===== src/rtl/partial_sum_accumulator.sv =====
// Burst accumulator: NUM_TERMS unsigned 25-bit terms summed into a 44-bit running sum.
// Define ACC_SATURATE_EN to clamp at all-ones after any carry-out instead of wrapping.
module partial_sum_accumulator #(
    parameter int NUM_TERMS = 19,
    localparam int CNT_W = $clog2(NUM_TERMS + 1)
) (
    input  logic        clk,
    input  logic        rst,
    input  logic        start,
    input  logic [43:0] init_value,
    input  logic        in_valid,
    output logic        in_ready,
    input  logic [24:0] in_data,
    output logic        out_valid,
    input  logic        out_ready,
    output logic [43:0] out_sum,
    output logic        out_overflow,
    output logic        busy
);
    typedef enum logic [1:0] {
        IDLE,
        ACCUM,
        DONE
    } state_t;

    localparam logic [CNT_W-1:0] LAST = CNT_W'(NUM_TERMS - 1);

    state_t           state_q, state_d;
    logic [43:0]      acc_q, acc_d;
    logic             ovf_q, ovf_d;
    logic [CNT_W-1:0] cnt_q, cnt_d;
    logic [44:0]      sum;

    // Single arithmetic path: 44-bit accumulator plus zero-extended term.
    assign sum = {1'b0, acc_q} + {20'd0, in_data};

    always_comb begin
        state_d = state_q;
        acc_d   = acc_q;
        ovf_d   = ovf_q;
        cnt_d   = cnt_q;
        unique case (state_q)
            IDLE: begin
                if (start) begin
                    acc_d   = init_value;
                    ovf_d   = 1'b0;
                    cnt_d   = '0;
                    state_d = ACCUM;
                end
            end
            ACCUM: begin
                if (in_valid) begin
`ifdef ACC_SATURATE_EN
                    acc_d = (sum[44] || ovf_q) ? '1 : sum[43:0];
`else
                    acc_d = sum[43:0];
`endif
                    ovf_d = ovf_q | sum[44];
                    cnt_d = cnt_q + CNT_W'(1);
                    if (cnt_q == LAST) begin
                        state_d = DONE;
                    end
                end
            end
            DONE: begin
                if (out_ready) begin
                    state_d = IDLE;
                end
            end
            default: state_d = IDLE;
        endcase
    end

    always_ff @(posedge clk or posedge rst) begin
        if (rst) begin
            state_q <= IDLE;
            acc_q   <= '0;
            ovf_q   <= 1'b0;
            cnt_q   <= '0;
        end else begin
            state_q <= state_d;
            acc_q   <= acc_d;
            ovf_q   <= ovf_d;
            cnt_q   <= cnt_d;
        end
    end

    // Outputs come from registered state only; result is masked outside DONE.
    assign in_ready     = (state_q == ACCUM);
    assign out_valid    = (state_q == DONE);
    assign out_sum      = (state_q == DONE) ? acc_q : '0;
    assign out_overflow = (state_q == DONE) && ovf_q;
    assign busy         = (state_q != IDLE);

endmodule

===== config.mk =====
export PLATFORM = sky130hd
export DESIGN_NAME = partial_sum_accumulator
export DESIGN_NICKNAME = d
export VERILOG_FILES = /design/src/rtl/partial_sum_accumulator.sv
export SDC_FILE = /design/constraint.sdc
export NUM_CORES = 1
export LEC_CHECK = 0
export ABC_AREA = 1
export CAP_MARGIN = 10
export CELL_PAD_IN_SITES_DETAIL_PLACEMENT = 0
export CELL_PAD_IN_SITES_GLOBAL_PLACEMENT = 1
export CORE_ASPECT_RATIO = 0.8
export CORE_MARGIN = 5
export CORE_UTILIZATION = 35
export DETAILED_ROUTE_END_ITERATION = 10
export MAX_ROUTING_LAYER = met4
export PLACE_DENSITY = 0.82
export SETUP_SLACK_MARGIN = 0.02
export SLEW_MARGIN = 20
export SYNTH_ARGS = -nofsm -noshare
export SYNTH_HDL_FRONTEND = slang
export SYNTH_SLANG_ARGS = --single-unit

===== constraint.sdc =====
create_clock -name clk -period 6.4 [get_ports clk]
set_clock_uncertainty 0.15 [all_clocks]
set_input_delay 1.28 -clock clk [delete_from_list [all_inputs] [get_ports clk]]
set_output_delay 1.28 -clock clk [all_outputs]
set_load 0.1 [all_outputs]

==> metrics.md, run 1 <==
| Metric | Value |
|---|---|
| Outcome | `finished clean` |
| Vias in the first global route | `5987` |
| Share of cells above drive strength 1 | `5.144%` |
| Synth Area in Adders | `6.286%` |
| Area leader, netlist | `dfrtp_1` |
| Starting Density | `35.91%` |
| Largest family of logic cells by synthesized area | `simple AND/OR/NAND/NOR gates` |
| Pre-CTS setup slack | `2.515 ns` |
| Setup-failing EPs final | `0` |
| Final hold violation count | `0` |
| RSZ-0062 raised after global routing | `false` |
| Area of the multi-input gates | `3570 sq um` |
| Finished Layout Cells | `1323` |
| Num CTS Buffers | `5` |
| Register Area | `1301 sq um` |
| CTS HTree Levels | `2` |
| Detail Placement HPWL | `15250 um` |
| LEAKAGE | `3.844 nW` |
| Antenna-violating nets left | `0` |
| Overall die area | `18930 sq um` |
| Synth top area cells | `dfrtp_1, nand2_1, inv_1` |
| Area delta synth->final | `27.41%` |
| Synth Area in Simple Gates | `44.57%` |
| I/O pin cnt | `122` |
| Layout net count | `1209` |
| Synth Area in XOR/XNOR | `2.308%` |
| Warnings from Yosys | `0` |
| Routed wl met3 | `737 um` |
| DIE WIDTH | `152.6 um` |
| Minimum clock period | `4.142 ns` |
| Met2 WL | `7609 um` |
| First-pass GRT wire length | `31350 um` |
| Clk Tree Root Cell | `clkbuf_16` |
| Maximum net fanout on the critical path | `46` |
| Grt total ovfl | `0` |
| Drt wl/cell | `14.48 um` |
| Max Slew Vio Count | `0` |
| Most frequent cell after synthesis | `nand2_1` |
| Worst Hold Class | `reg -> reg` |
| Worst-margin pin slew | `0.9896 ns` |
| Setup bufs post-CTS | `0` |
| Syn Area/Cell | `5.704 sq um` |
| WL met1 | `10670 um` |
| Worst setup EP type | `output pin` |
| Diodes inserted | `0` |
| Clk pin slew, worst setup/hold paths | `0.08 ns` |
| Design Area, Final | `7253 sq um` |
| TNS Setup | `0 ns` |
| Initial drt markers | `349` |
| Overall Global Routing Usage | `21.20%` |
| Count of buffers inserted at the top-level ports | `121` |
| Mux cell area share after synthesis | `0%` |
| Dpl cells | `1315` |
| Worst-Skew Late Latency | `0.32 ns` |
| Seq cells post-synth | `52` |
| Most used flip-flop cell after synthesis | `dfrtp_1` |
| Sink Count | `52` |
| Power per standard cell area | `509.4 nW/um^2` |
| CP Launch Type | `register` |
| Routed via count | `6143` |
| Maximum vdd drop | `0.0004364 V` |
| Synth top area share | `22.86%` |
| Routed vias/inst | `4.643` |
| Routability cong. | `0.8959` |
| # hold bufs at CTS | `0` |
| Drt drc | `0` |
| Slew HR | `33.82%` |
| Post-synthesis compound-gate area fraction | `9.538%` |
| Post-synth top cells | `nand2_1, inv_1, nor2_1` |
| Worst EP required | `4.97 ns` |
| Pin count of the biggest net entering global routing | `53` |
| WL final | `19150 um` |
| Core Area | `15850 sq um` |
| Max layer used | `met4` |
| Clock buffer depth | `2` |
| Post-synthesis async set-or-reset flop share | `100.0%` |
| FP Rows | `41` |
| Hold slack | `0.3734 ns` |
| Tcrit/Tclk final | `64.71%` |
| Worst EP arrival | `2.71 ns` |
| Cells after Synth | `998` |
| MaxCap Viol Count | `0` |
| Sequential share of the synthesized area | `22.86%` |
| Number of synthesized flops with an enable pin | `0` |
| CTS-repair resized insts | `0` |
| Placed cell areas | `7076 sq um` |
| Mapped Area | `5693 sq um` |
| Layout fillers | `1738` |
| Count of different cell masters after synthesis | `40` |
| Total Power | `3.695 mW` |
| Maximum clock rate | `241.4 MHz` |
| DR pass1 iterations | `5` |
| Critical path class | `reg -> out` |
| Final Util | `45.76%` |
| Syn Nets | `1100` |
| CTS tree | `built` |
| Setup WS post-layout | `2.258 ns` |
| Die height | `124.1 um` |
| Antenna violations before repair | `0` |
[cell families (layout without fill, tap and decap cells)]
family,after synthesis,count (layout)
AND/OR/NAND/NOR,614,614
buffers and inverters,209,319
AO/OA/AOI/OAI,80,80
flip-flops,52,52
adder cells (fa/ha/maj),28,28
XOR/XNOR,15,15
[path summary, 6_finish.rpt]
path / end / from / cells past startpoint / slack, ns
worst min register to register: acc_q[21] / acc_q[21] / 2 / 0.37
min in group asynchronous: acc_q[41] / rst / 3 / 1.34
max in group asynchronous: acc_q[8] / rst / 3 / 4.27
worst max register to register: cnt_q[4] / state_q[1] / 11 / 3.46
worst max-delay path: out_sum[33] / state_q[1] / 5 / 2.26
worst min-delay path: acc_q[21] / acc_q[21] / 2 / 0.37
[flip-flops by register name (all words and copies together) (netlist names)]
| signal | flops |
|---|---|
| acc_q | 44 |
| state_q | 2 |
| cnt_q | 5 |
| ovf_q | 1 |
[report_power, final]
group | internal (mW) | leakage (nW) | switching, mW
clock network | 0.197 | 0.0871 | 0.146
logic | 0.800 | 3.13 | 1.89
registers | 0.498 | 0.629 | 0.161
[area by class of cell]
class                      instances  share of cell area, %
multi-input combinational        737                  49.22
sequential                        52                  17.94
timing repair buffer             124                  17.01
inverter                         187                  9.677
tap                              215                  3.709
clock buffer                       6                  1.915
clock inverter                     2                 0.5348
[layer usage]
layer / up-vias / track usage, %
li1: 3265 / -
met1: 2747 / 31.63
met2: 123 / 30.80
met3: 8 / 2.987
met4: 0 / 3.840
met5: - / -
[cell usage in the layout (no fill, tap or decap), types with 4 or more instances in the layout]
| cell type | n |
|---|---|
| a21oi_1 | 19 |
| nand4_1 | 11 |
| clkdlybuf4s50_1 | 121 |
| ha_1 | 27 |
| nand3_1 | 65 |
| dfrtp_1 | 52 |
| nand2_2 | 5 |
| o21ai_1 | 8 |
| inv_1 | 181 |
| o22ai_2 | 16 |
| inv_2 | 5 |
| o21ai_0 | 26 |
| nor3_1 | 8 |
| nor2_1 | 175 |
| nor3_2 | 4 |
| clkbuf_16 | 5 |
| xor2_1 | 13 |
| o21bai_1 | 4 |
| nand2_1 | 323 |
| nor2_2 | 10 |
[critical path, cell delays in order (launching register included)]
cell and delay [ns]:
dfrtp_1 0.38, inv_1 0.15, nor2_1 0.09, inv_2 0.63, nor2_1 0.12, clkdlybuf4s50_1 1.01
No activity file was read; power rests on OpenSTA's default activity.
==> run 2, diff against run 1 <==
==> constraint.sdc (replaced) <==
create_clock -name clk -period 4.1 [get_ports clk]
set_clock_uncertainty 0.15 [all_clocks]
set_input_delay 0.82 -clock clk [delete_from_list [all_inputs] [get_ports clk]]
set_output_delay 0.82 -clock clk [all_outputs]
set_load 0.1 [all_outputs]
==> metrics.md, run 2 (synthesized netlist as in run 1, its figures left out) <==
| Metric | Value |
|---|---|
| Most frequent CP cell | `nand2_1` |
| Setup bufs post-CTS | `0 (unchanged)` |
| Antenna violations before repair | `0 (unchanged)` |
| LEAKAGE | `3.966 nW (+3.2%)` |
| Critical path class | `in -> reg` |
| Worst Hold Class | `reg -> reg` |
| Diodes inserted | `0 (unchanged)` |
| MaxCap Viol Count | `0 (unchanged)` |
| Hold slack | `0.3704 ns (-0.002989 ns)` |
| Worst setup EP type | `register` |
| Max reg flops | `44 (unchanged)` |
| Clock buffer depth | `2 (unchanged)` |
| First-pass GRT wire length | `31750 um (+1.3%)` |
| Worst EP required | `4.20 ns (-0.77 ns)` |
| FP Rows | `41 (unchanged)` |
| Overall Global Routing Usage | `21.65% (+0.44 points)` |
| Starting Density | `35.91% (unchanged)` |
| Max Slew Vio Count | `0 (unchanged)` |
| Pin count of the biggest net entering global routing | `47 (-11%)` |
| Sink Count | `52 (unchanged)` |
| WL final | `19780 um (+3.3%)` |
| Routability cong. | `0.9571 (+6.8%)` |
| CTS HTree Levels | `2 (unchanged)` |
| Power per standard cell area | `813.0 nW/um^2 (+60%)` |
| Core Area | `15850 sq um (unchanged)` |
| Crit path max-delay cell type | `clkdlybuf4s50_1` |
| Initial drt markers | `413 (+18%)` |
| CP max stage delay | `0.46 ns (-0.55 ns)` |
| CTS-repair resized insts | `0 (unchanged)` |
| Most common cell after layout, fill and taps aside | `nand2_1` |
| Detail Placement HPWL | `15950 um (+4.5%)` |
| Vias in the first global route | `5946 (-0.68%)` |
| Top reg by flops | `acc_q` |
| CP cell instances | `clkdlybuf4s50_1, ha_1, inv_1, fa_1, inv_1, nand2_1, nand2_1, nand3_1, nand2_1, nand2_1, nand2_1, nand2_1, nand2_1, nand3_1, nand3_1, nand2_1, nand2_1` |
| Worst-Skew Late Latency | `0.31 ns (about the same)` |
| Count of buffers inserted at the top-level ports | `121 (unchanged)` |
| TNS Setup | `0 ns (unchanged)` |
| Drt wl/cell | `14.87 um (+2.7%)` |
| Maximum vdd drop | `0.0006387 V (+46%)` |
| Routed via count | `6182 (+0.63%)` |
| Share of cells above drive strength 1 | `10.13% (+5.0 points)` |
| Crit path max-delay family | `simple AND/OR/NAND/NOR gates` |
| Largest registers | `acc_q x44, cnt_q x5, state_q x2` |
| Drt drc | `0 (unchanged)` |
| Routed vias/inst | `4.648 (+0.11%)` |
| Minimum clock period | `3.087 ns` |
| Maximum clock rate | `324.0 MHz` |
| Setup-failing EPs final | `0 (unchanged)` |
| Area of the multi-input gates | `3572 sq um (about the same)` |
| Grt total ovfl | `0 (unchanged)` |
| DIE WIDTH | `152.6 um (unchanged)` |
| Clk Tree Root Cell | `clkbuf_16` |
| CP Launch Type | `primary input` |
| Antenna-violating nets left | `0 (unchanged)` |
| Outcome | `finished clean` |
| I/O pin cnt | `122 (unchanged)` |
| Most frequent cells in the layout | `nand2_1, inv_1, nor2_1` |
| Overall die area | `18930 sq um (unchanged)` |
| CP Buf/Inv Count | `3 (unchanged)` |
| Layout net count | `1216 (+0.58%)` |
| Num CTS Buffers | `5 (unchanged)` |
| Worst-margin pin slew | `0.8456 ns (-0.1440 ns)` |
| Area delta synth->final | `26.31%` |
| Final hold violation count | `0 (unchanged)` |
| Maximum net fanout on the critical path | `3 (-93%)` |
| Die height | `124.1 um (unchanged)` |
| Slew HR | `43.63% (+9.8 points)` |
| RSZ-0062 raised after global routing | `false` |
| Layout fillers | `1744 (+0.35%)` |
| Clk pin slew, worst setup/hold paths | `0.08 ns (about the same)` |
| DR pass1 iterations | `5 (unchanged)` |
| CTS tree | `built` |
| Register Area | `1301 sq um (unchanged)` |
| Tcrit/Tclk final | `75.29%` |
| Worst EP arrival | `3.19 ns (+0.48 ns)` |
| # hold bufs at CTS | `0 (unchanged)` |
run 2: cell count changes in the layout (fill, tap and decap cells not counted):
cell | before | now
buf_4 | 3 | 57
clkdlybuf4s50_1 | 121 | 73
buf_12 | 0 | 1
clkbuf_8 | 1 | 0
clkinv_2 | 0 | 1
clkinv_4 | 1 | 0
clkinvlp_4 | 0 | 1
nor2_1 | 175 | 174
nor2_2 | 10 | 11
run 2: final cells by class:
type / instances / share of cell area, %
tap: 215 / 3.741
multi-input combinational: 737 / 49.68
clock buffer: 5 / 1.740
timing repair buffer: 131 / 16.39
sequential: 52 / 18.10
inverter: 187 / 9.762
clock inverter: 3 / 0.5916
run 2: stage by stage:
stage | cell area, sq um | power (mW) | instances | setup slack, ns | util (%)
6_report | 7191 | 5.846 | 1330 | 1.013 | 45.36
5_1_grt | 7191 | 6.381 | 1330 | 0.8112 | 45.36
4_1_cts | 7191 | 5.857 | 1330 | 1.059 | 45.36
3_5_place_dp | 7023 | 5.326 | 1322 | 0.7360 | 44.31
3_3_place_gp | 7023 | 5.318 | 1322 | 0.7789 | 44.31
2_1_floorplan | 5695 | 4.206 | 998 | 0.09972 | -
run 2: metal layers:
layer	GRT usage, %	vias up	wire (um)
li1	-	3277	-
met1	32.62	2723	10840
met2	30.33	165	7564
met3	3.508	17	1082
met4	4.508	0	293
met5	-	-	0
run 2: path summary, 6_finish.rpt:
check	to	depth (start not counted)	slack [ns]	startpoint
setup / recovery	acc_q[40]	17	1.01	in_data[0]
hold / removal	acc_q[21]	2	0.37	acc_q[21]
setup reg to reg	acc_q[40]	16	1.60	acc_q[0]
hold reg to reg	acc_q[21]	2	0.37	acc_q[21]
max in group asynchronous	cnt_q[3]	3	2.27	rst
min in group asynchronous	acc_q[41]	2	0.80	rst
run 2: power by group:
group	total [mW]	internal, mW	switching, mW
Sequential	1.02	0.776	0.248
Clock	0.515	0.288	0.226
Combinational	4.31	1.27	3.03
Total	5.85	2.34	3.51
run 2: worst min-delay path: stages, from the launching register on:
cell	delay (ns)
dfrtp_1	0.38
nand2_1	0.06
nand2_1	0.05
==> run 3, diff against run 2 <==
--- a/config.mk
+++ b/config.mk
@@ -11,10 +11,10 @@
 export CELL_PAD_IN_SITES_GLOBAL_PLACEMENT = 1
 export CORE_ASPECT_RATIO = 0.8
 export CORE_MARGIN = 5
-export CORE_UTILIZATION = 35
+export CORE_UTILIZATION = 32
 export DETAILED_ROUTE_END_ITERATION = 10
 export MAX_ROUTING_LAYER = met4
-export PLACE_DENSITY = 0.82
+export PLACE_DENSITY = 0.79
 export SETUP_SLACK_MARGIN = 0.02
 export SLEW_MARGIN = 20
 export SYNTH_ARGS = -nofsm -noshare
==> constraint.sdc (replaced) <==
create_clock -name clk -period 2.7 [get_ports clk]
set_clock_uncertainty 0.15 [all_clocks]
set_input_delay 0.54 -clock clk [delete_from_list [all_inputs] [get_ports clk]]
set_output_delay 0.54 -clock clk [all_outputs]
set_load 0.1 [all_outputs]
==> metrics.md, run 3 (synthesized netlist as in run 1, its figures left out) <==
| Metric | Value |
|---|---|
| Outcome | `finished clean` |
| Min-Delay Endpoint | `acc_q[43]` |
| LEAKAGE | `4.404 nW (+11%)` |
| Worst EP arrival | `2.61 ns (-0.58 ns)` |
| CP max stage delay | `0.43 ns (-0.03 ns)` |
| Crit Reg-Reg Endpoint | `acc_q[33]` |
| Starting Density | `32.66% (-3.3 points)` |
| Critical path class | `in -> reg` |
| CP Buf/Inv Count | `1 (-2)` |
| Slew HR | `55.86% (+12 points)` |
| Antenna-violating nets left | `0 (unchanged)` |
| Worst-Skew Late Latency | `0.31 ns (about the same)` |
| Tcrit/Tclk final | `94.71%` |
| Maximum clock rate | `391.1 MHz` |
| Detail Placement HPWL | `17100 um (+7.2%)` |
| Top reg by flops | `acc_q` |
| Initial drt markers | `408 (-1.2%)` |
| Layout net count | `1272 (+4.6%)` |
| Hold path start | `acc_q[43]` |
| Drt wl/cell | `14.82 um (-0.36%)` |
| Antenna violations before repair | `0 (unchanged)` |
| Reg2reg path depth | `12 (-4)` |
| R2R setup slack | `0.42 ns (-1.18 ns)` |
| Clk Tree Root Cell | `clkbuf_16` |
| First-pass GRT wire length | `33430 um (+5.3%)` |
| Routed vias/inst | `4.648 (about the same)` |
| Drt drc | `0 (unchanged)` |
| Worst EP required | `2.76 ns (-1.44 ns)` |
| Overall die area | `20570 sq um (+8.7%)` |
| Die height | `129.3 um (+4.2%)` |
| MaxCap Viol Count | `0 (unchanged)` |
| Pre-CTS setup slack | `-0.2355 ns (-0.9715 ns)` |
| Area delta synth->final | `50.84%` |
| Most common cell after layout, fill and taps aside | `nand2_1` |
| TNS Setup | `0 ns (unchanged)` |
| CP Launch Type | `primary input` |
| Crit path max-delay cell type | `clkdlybuf4s50_1` |
| Most frequent cells in the layout | `nand2_1, inv_1, nor2_1` |
| Most frequent CP cell | `nand2_1` |
| Placed cell areas | `8387 sq um (+19%)` |
| Routed via count | `6489 (+5.0%)` |
| RR Startpoint | `acc_q[2]` |
| Minimum clock period | `2.557 ns` |
| Worst setup EP type | `register` |
| Final hold violation count | `0 (unchanged)` |
| WL final | `20690 um (+4.6%)` |
| Clock buffer depth | `2 (unchanged)` |
| # hold bufs at CTS | `0 (unchanged)` |
| Largest registers | `acc_q x44, cnt_q x5, state_q x2` |
| Clk pin slew, worst setup/hold paths | `0.08 ns (about the same)` |
| Diodes inserted | `0 (unchanged)` |
| Sink Count | `52 (unchanged)` |
| Setup WS post-layout | `0.1429 ns (-0.8703 ns)` |
| Grt total ovfl | `0 (unchanged)` |
| Overall Global Routing Usage | `20.73% (-0.92 points)` |
| Setup-failing EPs final | `0 (unchanged)` |
| Maximum vdd drop | `0.0009447 V (+48%)` |
| Total Power | `10.16 mW (+74%)` |
| I/O pin cnt | `122 (unchanged)` |
| Hold Crit Depth | `2 (unchanged)` |
| Core Area | `17430 sq um (+10%)` |
| Layout fillers | `1854 (+6.3%)` |
| Power per standard cell area | `1183 nW/um^2 (+46%)` |
| CP cell instances | `clkdlybuf4s50_1, ha_1, nand2_1, nor2_1, nand3_1, nand3_1, nand2_1, nand3_2, nand2_1, nand2_1, nand3_1, nand2_1, nand2_1` |
| Max reg flops | `44 (unchanged)` |
| Maximum net fanout on the critical path | `5 (+2)` |
| DR pass1 iterations | `5 (unchanged)` |
| CTS tree | `built` |
| Vias in the first global route | `6328 (+6.4%)` |
| Share of cells above drive strength 1 | `19.04% (+8.9 points)` |
| CTS HTree Levels | `2 (unchanged)` |
| Max Slew Vio Count | `0 (unchanged)` |
| Worst-margin pin slew | `0.6571 ns (-0.1885 ns)` |
| Count of buffers inserted at the top-level ports | `121 (unchanged)` |
| Worst Hold Class | `reg -> reg` |
| DIE WIDTH | `159.1 um (+4.3%)` |
| Crit path max-delay family | `simple AND/OR/NAND/NOR gates` |
| Num CTS Buffers | `5 (unchanged)` |
| FP Rows | `43 (+4.9%)` |
| Design Area, Final | `8587 sq um (+19%)` |
| Routability cong. | `0.9007 (-5.9%)` |
| Pin count of the biggest net entering global routing | `53 (+13%)` |
## run 3: cell types whose count changed in the layout (fill, tap and decap cells not counted), sizes merged
cell      before  now
clkbuf         5    6
inv          186  187
clkinvlp       1    0
buf           58  114
bufinv         1    0
## run 3: per-stage QoR
step | hold slack (ns) | instances | utilization [%]
after CTS | 0.3613 | 1394 | 48.99
after global routing | 0.3851 | 1396 | 49.26
final | 0.3617 | 1396 | 49.26
after detailed placement | 0.3409 | 1386 | 48.11
after global placement | 0.3381 | 1386 | 48.11
after floorplan | 0.3211 | 998 | -
## run 3: where the power goes
group          internal (mW)  switching, mW  leakage, nW
Sequential              1.18          0.382        0.629
Combinational           2.84           5.04         3.70
Clock                  0.373          0.346       0.0772
Total                   4.39           5.77         4.40
## run 3: timing repair
action,4_1_cts,5_1_grt
buffers inserted,0,2
resized for setup,0,10
setup endpoints to repair,0,17
hold endpoints to repair,0,0
## run 3: layout make-up
| type | count | area, sq um | share of cell area [%] |
|---|---|---|---|
| clock buffer | 6 | 138.9 | 1.617 |
| clock inverter | 2 | 13.76 | 0.1603 |
| inverter | 187 | 704.4 | 8.203 |
| multi-input combinational | 737 | 3923 | 45.68 |
| sequential | 52 | 1301 | 15.15 |
| tap | 225 | 281.5 | 3.278 |
| timing repair buffer | 187 | 2225 | 25.91 |
## run 3: how the worst max path moves through the flow
stage | from | endpoint | slack (ns) | depth (start not counted)
3_3_place_gp | in_data[0] | acc_q[40] | -0.18 | 17
6_report | in_data[2] | acc_q[33] | 0.14 | 13
2_1_floorplan | state_q[0] | out_sum[10] | -0.03 | 5
4_1_cts | in_data[0] | acc_q[40] | 0.08 | 17
5_1_grt | in_data[0] | ovf_q | -0.01 | 15
3_5_place_dp | in_data[0] | acc_q[40] | -0.24 | 17
## run 3: tightest hold or removal path, cell delays in order (launching register included)
cell and delay [ns]:
dfrtp_1 0.37, nand2_1 0.06, nand2_1 0.05
## run 3: per-layer routing
layer | track usage [%] | part of all wire [%]
met5 | - | 0
met4 | 3.811 | 1.6
met3 | 3.561 | 5.2
met2 | 30.18 | 41
met1 | 30.40 | 52
